<file path="src/rtl/uart_rx_ovs.sv">
// UART receiver with a 2-flop synchroniser, 3-sample majority vote per bit, parity/framing/break
// detection and a show-ahead output FIFO with a valid/ready handshake.
module uart_rx_ovs #(
    parameter int CLK_FREQ_HZ     = 100_000_000,
    parameter int BAUD_RATE       = 1_562_500,
    parameter int OVERSAMPLE_RATE = 16,
    parameter int NUM_DATA_BITS   = 8,
    parameter int PARITY_ON       = 1,
    parameter int PARITY_EO       = 1,
    parameter int NUM_STOP_BITS   = 1,
    parameter int FIFO_DEPTH      = 4
) (
    input  logic                     i_clk,
    input  logic                     i_rst_n,
    input  logic                     i_rx,
    output logic [NUM_DATA_BITS-1:0] o_data,
    output logic                     o_parity_err,
    output logic                     o_frame_err,
    output logic                     o_break,
    output logic                     o_valid,
    input  logic                     i_ready,
    output logic                     o_overrun
);

    localparam longint TICK_DEN = longint'(BAUD_RATE) * longint'(OVERSAMPLE_RATE);
    localparam longint DIV_CALC = (longint'(CLK_FREQ_HZ) + TICK_DEN / 2) / TICK_DEN;
    localparam int     DIV      = (DIV_CALC < 1) ? 1 : int'(DIV_CALC);
    localparam int     DIV_W    = (DIV > 1) ? $clog2(DIV) : 1;
    localparam int     TW       = $clog2(OVERSAMPLE_RATE);
    localparam int     IW       = $clog2(NUM_DATA_BITS);
    localparam int     AW       = $clog2(FIFO_DEPTH);
    localparam int     EW       = NUM_DATA_BITS + 3;

    localparam logic [DIV_W-1:0] DIV_LAST  = DIV_W'(DIV - 1);
    localparam logic [TW-1:0]    T_PRE     = TW'(OVERSAMPLE_RATE / 2 - 1);
    localparam logic [TW-1:0]    T_MID     = TW'(OVERSAMPLE_RATE / 2);
    localparam logic [TW-1:0]    T_DEC     = TW'(OVERSAMPLE_RATE / 2 + 1);
    localparam logic [TW-1:0]    T_LAST    = TW'(OVERSAMPLE_RATE - 1);
    localparam logic [IW-1:0]    IDX_LAST  = IW'(NUM_DATA_BITS - 1);
    localparam logic             STOP_LAST = (NUM_STOP_BITS == 2);
    localparam logic             PAR_ODD   = (PARITY_EO != 0);

    typedef enum logic [2:0] {
        S_IDLE,
        S_START,
        S_DATA,
        S_PARITY,
        S_STOP,
        S_BREAK_WAIT
    } state_t;

    logic [1:0]               sync_reg;
    logic                     rx;
    state_t                   state_reg, state_next;
    logic [DIV_W-1:0]         div_cnt_reg, div_cnt_next;
    logic [TW-1:0]            tcnt_reg, tcnt_next;
    logic [IW-1:0]            idx_reg, idx_next;
    logic                     stop_idx_reg, stop_idx_next;
    logic                     s0_reg, s0_next;
    logic                     s1_reg, s1_next;
    logic [NUM_DATA_BITS-1:0] shift_reg, shift_next;
    logic                     par_bit_reg, par_bit_next;
    logic                     par_err_reg, par_err_next;
    logic                     frame_err_reg, frame_err_next;
    logic                     wr_en_reg, wr_en_next;
    logic [EW-1:0]            wr_entry_reg, wr_entry_next;

    logic tick;
    logic majority;
    logic frame_err_now;
    logic brk_now;
    logic bit_active;

    assign rx            = sync_reg[1];
    assign tick          = (div_cnt_reg == DIV_LAST);
    assign majority      = (s0_reg & s1_reg) | (s0_reg & rx) | (s1_reg & rx);
    assign frame_err_now = frame_err_reg | ~majority;
    assign brk_now       = (shift_reg == '0) && !par_bit_reg && frame_err_now;
    assign bit_active    = (state_reg != S_IDLE) && (state_reg != S_BREAK_WAIT);

    always_ff @(posedge i_clk or negedge i_rst_n) begin
        if (!i_rst_n) begin
            sync_reg      <= 2'b11;
            state_reg     <= S_IDLE;
            div_cnt_reg   <= '0;
            tcnt_reg      <= '0;
            idx_reg       <= '0;
            stop_idx_reg  <= 1'b0;
            s0_reg        <= 1'b1;
            s1_reg        <= 1'b1;
            shift_reg     <= '0;
            par_bit_reg   <= 1'b0;
            par_err_reg   <= 1'b0;
            frame_err_reg <= 1'b0;
            wr_en_reg     <= 1'b0;
            wr_entry_reg  <= '0;
        end else begin
            sync_reg      <= {sync_reg[0], i_rx};
            state_reg     <= state_next;
            div_cnt_reg   <= div_cnt_next;
            tcnt_reg      <= tcnt_next;
            idx_reg       <= idx_next;
            stop_idx_reg  <= stop_idx_next;
            s0_reg        <= s0_next;
            s1_reg        <= s1_next;
            shift_reg     <= shift_next;
            par_bit_reg   <= par_bit_next;
            par_err_reg   <= par_err_next;
            frame_err_reg <= frame_err_next;
            wr_en_reg     <= wr_en_next;
            wr_entry_reg  <= wr_entry_next;
        end
    end

    always_comb begin
        state_next     = state_reg;
        div_cnt_next   = div_cnt_reg;
        tcnt_next      = tcnt_reg;
        idx_next       = idx_reg;
        stop_idx_next  = stop_idx_reg;
        s0_next        = s0_reg;
        s1_next        = s1_reg;
        shift_next     = shift_reg;
        par_bit_next   = par_bit_reg;
        par_err_next   = par_err_reg;
        frame_err_next = frame_err_reg;
        wr_en_next     = 1'b0;
        wr_entry_next  = wr_entry_reg;

        // Divider held at zero while waiting so tick phase aligns to the start edge.
        if (!bit_active || tick) begin
            div_cnt_next = '0;
        end else begin
            div_cnt_next = div_cnt_reg + 1'b1;
        end

        if (bit_active && tick) begin
            if (tcnt_reg == T_PRE) s0_next = rx;
            if (tcnt_reg == T_MID) s1_next = rx;
            tcnt_next = (tcnt_reg == T_LAST) ? '0 : tcnt_reg + 1'b1;
        end

        case (state_reg)
            S_IDLE: begin
                tcnt_next      = '0;
                idx_next       = '0;
                stop_idx_next  = 1'b0;
                par_bit_next   = 1'b0;
                par_err_next   = 1'b0;
                frame_err_next = 1'b0;
                if (!rx) state_next = S_START;
            end
            S_START: begin
                if (tick) begin
                    if (tcnt_reg == T_DEC && majority) begin
                        state_next = S_IDLE;
                    end else if (tcnt_reg == T_LAST) begin
                        state_next = S_DATA;
                        idx_next   = '0;
                    end
                end
            end
            S_DATA: begin
                if (tick) begin
                    if (tcnt_reg == T_DEC) begin
                        shift_next = {majority, shift_reg[NUM_DATA_BITS-1:1]};
                    end
                    if (tcnt_reg == T_LAST) begin
                        if (idx_reg == IDX_LAST) begin
                            state_next    = (PARITY_ON != 0) ? S_PARITY : S_STOP;
                            stop_idx_next = 1'b0;
                        end else begin
                            idx_next = idx_reg + 1'b1;
                        end
                    end
                end
            end
            S_PARITY: begin
                if (tick) begin
                    if (tcnt_reg == T_DEC) begin
                        par_bit_next = majority;
                        par_err_next = ((^shift_reg) ^ majority) != PAR_ODD;
                    end
                    if (tcnt_reg == T_LAST) state_next = S_STOP;
                end
            end
            S_STOP: begin
                if (tick) begin
                    if (tcnt_reg == T_DEC) begin
                        frame_err_next = frame_err_now;
                        // Last stop bit decided: emit now rather than waiting out the bit.
                        if (stop_idx_reg == STOP_LAST) begin
                            wr_en_next    = 1'b1;
                            wr_entry_next = {brk_now, frame_err_now, par_err_reg, shift_reg};
                            state_next    = brk_now ? S_BREAK_WAIT : S_IDLE;
                        end
                    end
                    if (tcnt_reg == T_LAST) stop_idx_next = 1'b1;
                end
            end
            S_BREAK_WAIT: begin
                if (rx) state_next = S_IDLE;
            end
            default: state_next = S_IDLE;
        endcase
    end

    logic [EW-1:0] mem [FIFO_DEPTH];
    logic [AW:0]   wr_ptr_reg, rd_ptr_reg;
    logic          overrun_reg;
    logic          fifo_empty;
    logic          fifo_full;
    logic          pop;
    logic          push;
    logic [EW-1:0] head;

    assign fifo_empty = (wr_ptr_reg == rd_ptr_reg);
    assign fifo_full  = (wr_ptr_reg[AW-1:0] == rd_ptr_reg[AW-1:0]) &&
                        (wr_ptr_reg[AW] != rd_ptr_reg[AW]);
    assign pop        = !fifo_empty && i_ready;
    assign push       = wr_en_reg && (!fifo_full || pop);
    assign head       = mem[rd_ptr_reg[AW-1:0]];

    always_ff @(posedge i_clk) begin
        if (push) mem[wr_ptr_reg[AW-1:0]] <= wr_entry_reg;
    end

    always_ff @(posedge i_clk or negedge i_rst_n) begin
        if (!i_rst_n) begin
            wr_ptr_reg  <= '0;
            rd_ptr_reg  <= '0;
            overrun_reg <= 1'b0;
        end else begin
            if (push) wr_ptr_reg <= wr_ptr_reg + 1'b1;
            if (pop)  rd_ptr_reg <= rd_ptr_reg + 1'b1;
            overrun_reg <= wr_en_reg && fifo_full && !pop;
        end
    end

    // Storage is not reset, so outputs are masked to zero while the FIFO is empty.
    assign o_valid   = !fifo_empty;
    assign o_overrun = overrun_reg;
    assign {o_break, o_frame_err, o_parity_err, o_data} = fifo_empty ? '0 : head;

endmodule

</file>
<file path="config.mk">
export PLATFORM = sky130hd
export DESIGN_NAME = uart_rx_ovs
export DESIGN_NICKNAME = d
export VERILOG_FILES = /design/src/rtl/uart_rx_ovs.sv
export SDC_FILE = /design/constraint.sdc
export NUM_CORES = 1
export LEC_CHECK = 0
export CORE_UTILIZATION = 43
export DETAILED_ROUTE_END_ITERATION = 8
export GPL_TIMING_DRIVEN = 1
export HOLD_SLACK_MARGIN = 0.15
export SLEW_MARGIN = 20
export SYNTH_ARGS = -nofsm -noshare
export SYNTH_HDL_FRONTEND = slang
export SYNTH_SLANG_ARGS = --single-unit
</file>
<file path="constraint.sdc">
create_clock -name i_clk -period 3.4 [get_ports i_clk]
set_input_delay 0.51 -clock i_clk [delete_from_list [all_inputs] [get_ports i_clk]]
set_output_delay 0.51 -clock i_clk [all_outputs]
set_load 0.05 [all_outputs]
</file>
==> impl_metrics.env <==
export IMPL_run_status="completed"
export IMPL_detailed_placer_s_ending_hpwl_mm=4.664
export IMPL_synth_seq_area_share=0.6031
export IMPL_cts_root_to_sink_buffers=2
export IMPL_synth_fp_nets=322
export IMPL_largest_reg_flops=44
export IMPL_avgRoutedWirePerCell_um=15.13
export IMPL_io_pins=17
export IMPL_drc_errors=0
export IMPL_met2_length_mm=3.369
export IMPL_holdWs_ps=256.1
export IMPL_rsz_0062_raised_after_global_routing="no"
export IMPL_syn_area_mm2=0.004149
export IMPL_groute_usage_overall=0.1547
export IMPL_grt_start_max_net_pins=37
export IMPL_clk_transition_reported_paths_ps=100
export IMPL_num_rows=35
export IMPL_grt_pass1_vias=2338
export IMPL_postRouteAntennaNets=0
export IMPL_worst_endpoint_arrival_ps=2590
export IMPL_port_buffers=16
export IMPL_cts_post_setup_buffers_inserted=0
export IMPL_layout_drive_gt1_share=0.1707
export IMPL_share_seq_of_total_power=0.458
export IMPL_m1_wire_length_mm=3.260
export IMPL_floorplan_die_area_mm2=0.01005
export IMPL_timing_slew_headroom=0.4285
export IMPL_final_cell_area_mm2=0.004646
export IMPL_share_of_power_burned_in_combinational_logic=0.262
export IMPL_ir_drop_uv=217.1
export IMPL_placed_area_mm2=0.004429
export IMPL_final_common_cell="edfxtp_1"
export IMPL_drt_first_iter_violations=86
export IMPL_drt_first_pass_iters=4
export IMPL_period_share=0.9115
export IMPL_critical_path_reg2reg_endpoint="wr_entry_reg[8]"
export IMPL_crit_type="reg -> out"
export IMPL_cts_max_level=3
export IMPL_number_of_storage_elements_in_the_synthesis_netlist=91
export IMPL_grt_overflow_total=0
export IMPL_synth_ff_type="edfxtp_1"
export IMPL_numPlacedInstances=441
export IMPL_power_density_mw_per_mm2=601.7
export IMPL_holdBufCountCts=0
export IMPL_ys_async_sr_fraction=0.5165
export IMPL_crit_path_start_kind="flop"
export IMPL_die_boundary_width_um=100.2
export IMPL_floorplan_core_area_mm2=0.009284
export IMPL_synth_edf_count=44
export IMPL_worst_r2r_path_depth=4
export IMPL_switching_share=0.3386
export IMPL_cts_root_buf="clkbuf_8"
export IMPL_r2r_start="div_cnt_reg[0]"
export IMPL_number_of_antenna_violations_at_the_first_check_in_global_routing=0
export IMPL_start_util=0.4469
export IMPL_finalNonFillerCells=457
export IMPL_dr_max_layer_used="met4"
export IMPL_worstSetupEndpointType="output pin"
export IMPL_route_final_wire_length_mm=6.916
export IMPL_p_switching_mw=0.9464
export IMPL_worstSetupStartpoint="rd_ptr_reg[0]"
export IMPL_report_final_setup_viol=0
export IMPL_internal_power_mw=1.849
export IMPL_required_time_reported_for_the_critical_path_endpoint_ps=2890
export IMPL_synthCells=303
export IMPL_hold_viol_final=0
export IMPL_average_vias_per_placed_instance=5.118
export IMPL_hp_class="in -> async"
export IMPL_first_pass_grt_wire_length_mm=11.61
export IMPL_timing_worst_slew_pin_value_ps=857.2
export IMPL_cts_sinks=91
export IMPL_worst_r2r_setup_slack_ps=1280
export IMPL_flow_area_growth_from_synthesis_pct=11.97
export IMPL_layout_common_cells="edfxtp_1 (44), dfrtp_1 (43), inv_1 (22)"
export IMPL_total_via_count_after_detailed_routing=2339
export IMPL_final_core_util=0.5004
export IMPL_post_synth_cell_area_avg_um2=13.69
export IMPL_period_minus_ws_final_ps=3099
export IMPL_max_freq_mhz=322.7
export IMPL_gp_routability_congestion=0.7319
export IMPL_dieHeight_um=100.2
export IMPL_fillers=837
export IMPL_cts_repair_resize_count=0
export IMPL_num_antenna_cells=0
export IMPL_numCtsBuffers=9
export IMPL_total_leakage_power_nw=1.757
export IMPL_max_slew_violation_count=0
export IMPL_clock_skew_final_ps=9.267
export IMPL_max_cap_viol_count=0
export IMPL_yosysUniqueCellTypes=54
export IMPL_insertion_delay_ps=360
export IMPL_nNetsFinal=342
export IMPL_share_clk_of_total_power=0.280
export IMPL_timing_setup_tns_ps=0
export IMPL_clock_tree_from_tritoncts="built"
export IMPL_yosys_synthesis_warning_count=0
export IMPL_crit_fanout=8
export IMPL_route_met3_wl_um=169
==> worst max-delay path by stage <==
| stage | end | slack [ps] | cells past startpoint |
|---|---|---|---|
| floorplan | o_break | 1040 | 4 |
| global route | o_data[7] | 120 | 4 |
| detailed placement | o_data[5] | 640 | 4 |
| finish | o_data[5] | 300 | 4 |
| CTS | o_data[5] | 230 | 4 |
| global placement | o_data[3] | 660 | 4 |
==> critical path, cell delays in order, from the launching register on <==
cell             delay [ps]
dfrtp_1                 590
buf_4                   270
mux4_2                  510
and2_1                  160
clkdlybuf4s50_1         690
==> per-stage QoR <==
| stage | total power, mW | setup slack (ps) |
|---|---|---|
| finish | 2.795 | 300.9 |
| global route | 2.937 | 123.6 |
| CTS | 2.828 | 232.4 |
| detailed placement | 2.045 | 641.7 |
| global placement | 2.036 | 656.9 |
| floorplan | 1.844 | 1044 |
==> final cells by class <==
type	instances	area, um2	share of cell area
timing repair buffer	22	200.2	0.04309
sequential	91	2502	0.5386
clock inverter	7	92.59	0.01993
tap	129	161.4	0.03474
multi-input combinational	177	1483	0.3191
inverter	22	82.58	0.01778
clock buffer	9	123.9	0.02666
==> power groups by stage <==
stage / clock [mW] / sequential [mW] / combinational (mW)
after global placement: 0 / 1.30 / 0.734
after CTS: 0.804 / 1.28 / 0.742
after floorplan: 0 / 1.26 / 0.586
after detailed placement: 0 / 1.30 / 0.740
final: 0.784 / 1.28 / 0.732
after global routing: 0.848 / 1.29 / 0.796
==> synthesized netlist by cell type (2+ instances only) <==
cell type / number / area, um2
o21ai_1: 2 / 10.01
nor3_1: 6 / 30.03
or3_1: 2 / 12.51
mux4_2: 11 / 247.7
and3_1: 2 / 12.51
nand3_1: 6 / 30.03
nor4_1: 2 / 12.51
nor2_1: 9 / 33.78
a31oi_1: 3 / 18.77
nand4b_1: 3 / 26.28
dfstp_2: 4 / 105.1
buf_2: 5 / 25.02
xor2_1: 3 / 26.28
a22o_1: 3 / 26.28
nor2b_1: 6 / 37.54
nand3b_1: 2 / 15.01
and4b_1: 2 / 20.02
buf_6: 2 / 22.52
a21oi_1: 9 / 45.04
ha_1: 15 / 187.7
dfrtp_1: 43 / 1076
inv_1: 22 / 82.58
mux2_2: 7 / 78.83
xnor2_1: 10 / 87.58
nand2b_1: 2 / 12.51
mux2i_1: 9 / 90.09
nand2_1: 15 / 56.30
and2_1: 12 / 75.07
clkbuf_1: 3 / 11.26
edfxtp_1: 44 / 1321
o21ai_0: 14 / 70.07
buf_4: 3 / 22.52
==> kinds of logic (layout without fill, tap and decap cells) <==
group	after synthesis	after routing	share of synthesized area
AOI/OAI and AO/OA	42	42	0.06756
xor gates and xnor gates	13	13	0.02744
adders and majority gates	16	16	0.04795
buffers and inverters	35	60	0.03950
DFF	91	91	0.6031
muxes	28	28	0.1040
and+or+nand+nor	78	78	0.1104
==> metal layers <==
metal | up-vias | global-route usage
met3 | 9 | 0.03203
met2 | 27 | 0.2540
met4 | 0 | 0.06355
met1 | 1168 | 0.2008
met5 | - | 0
li1 | 1135 | -
No activity file was read; power rests on OpenSTA's default activity.
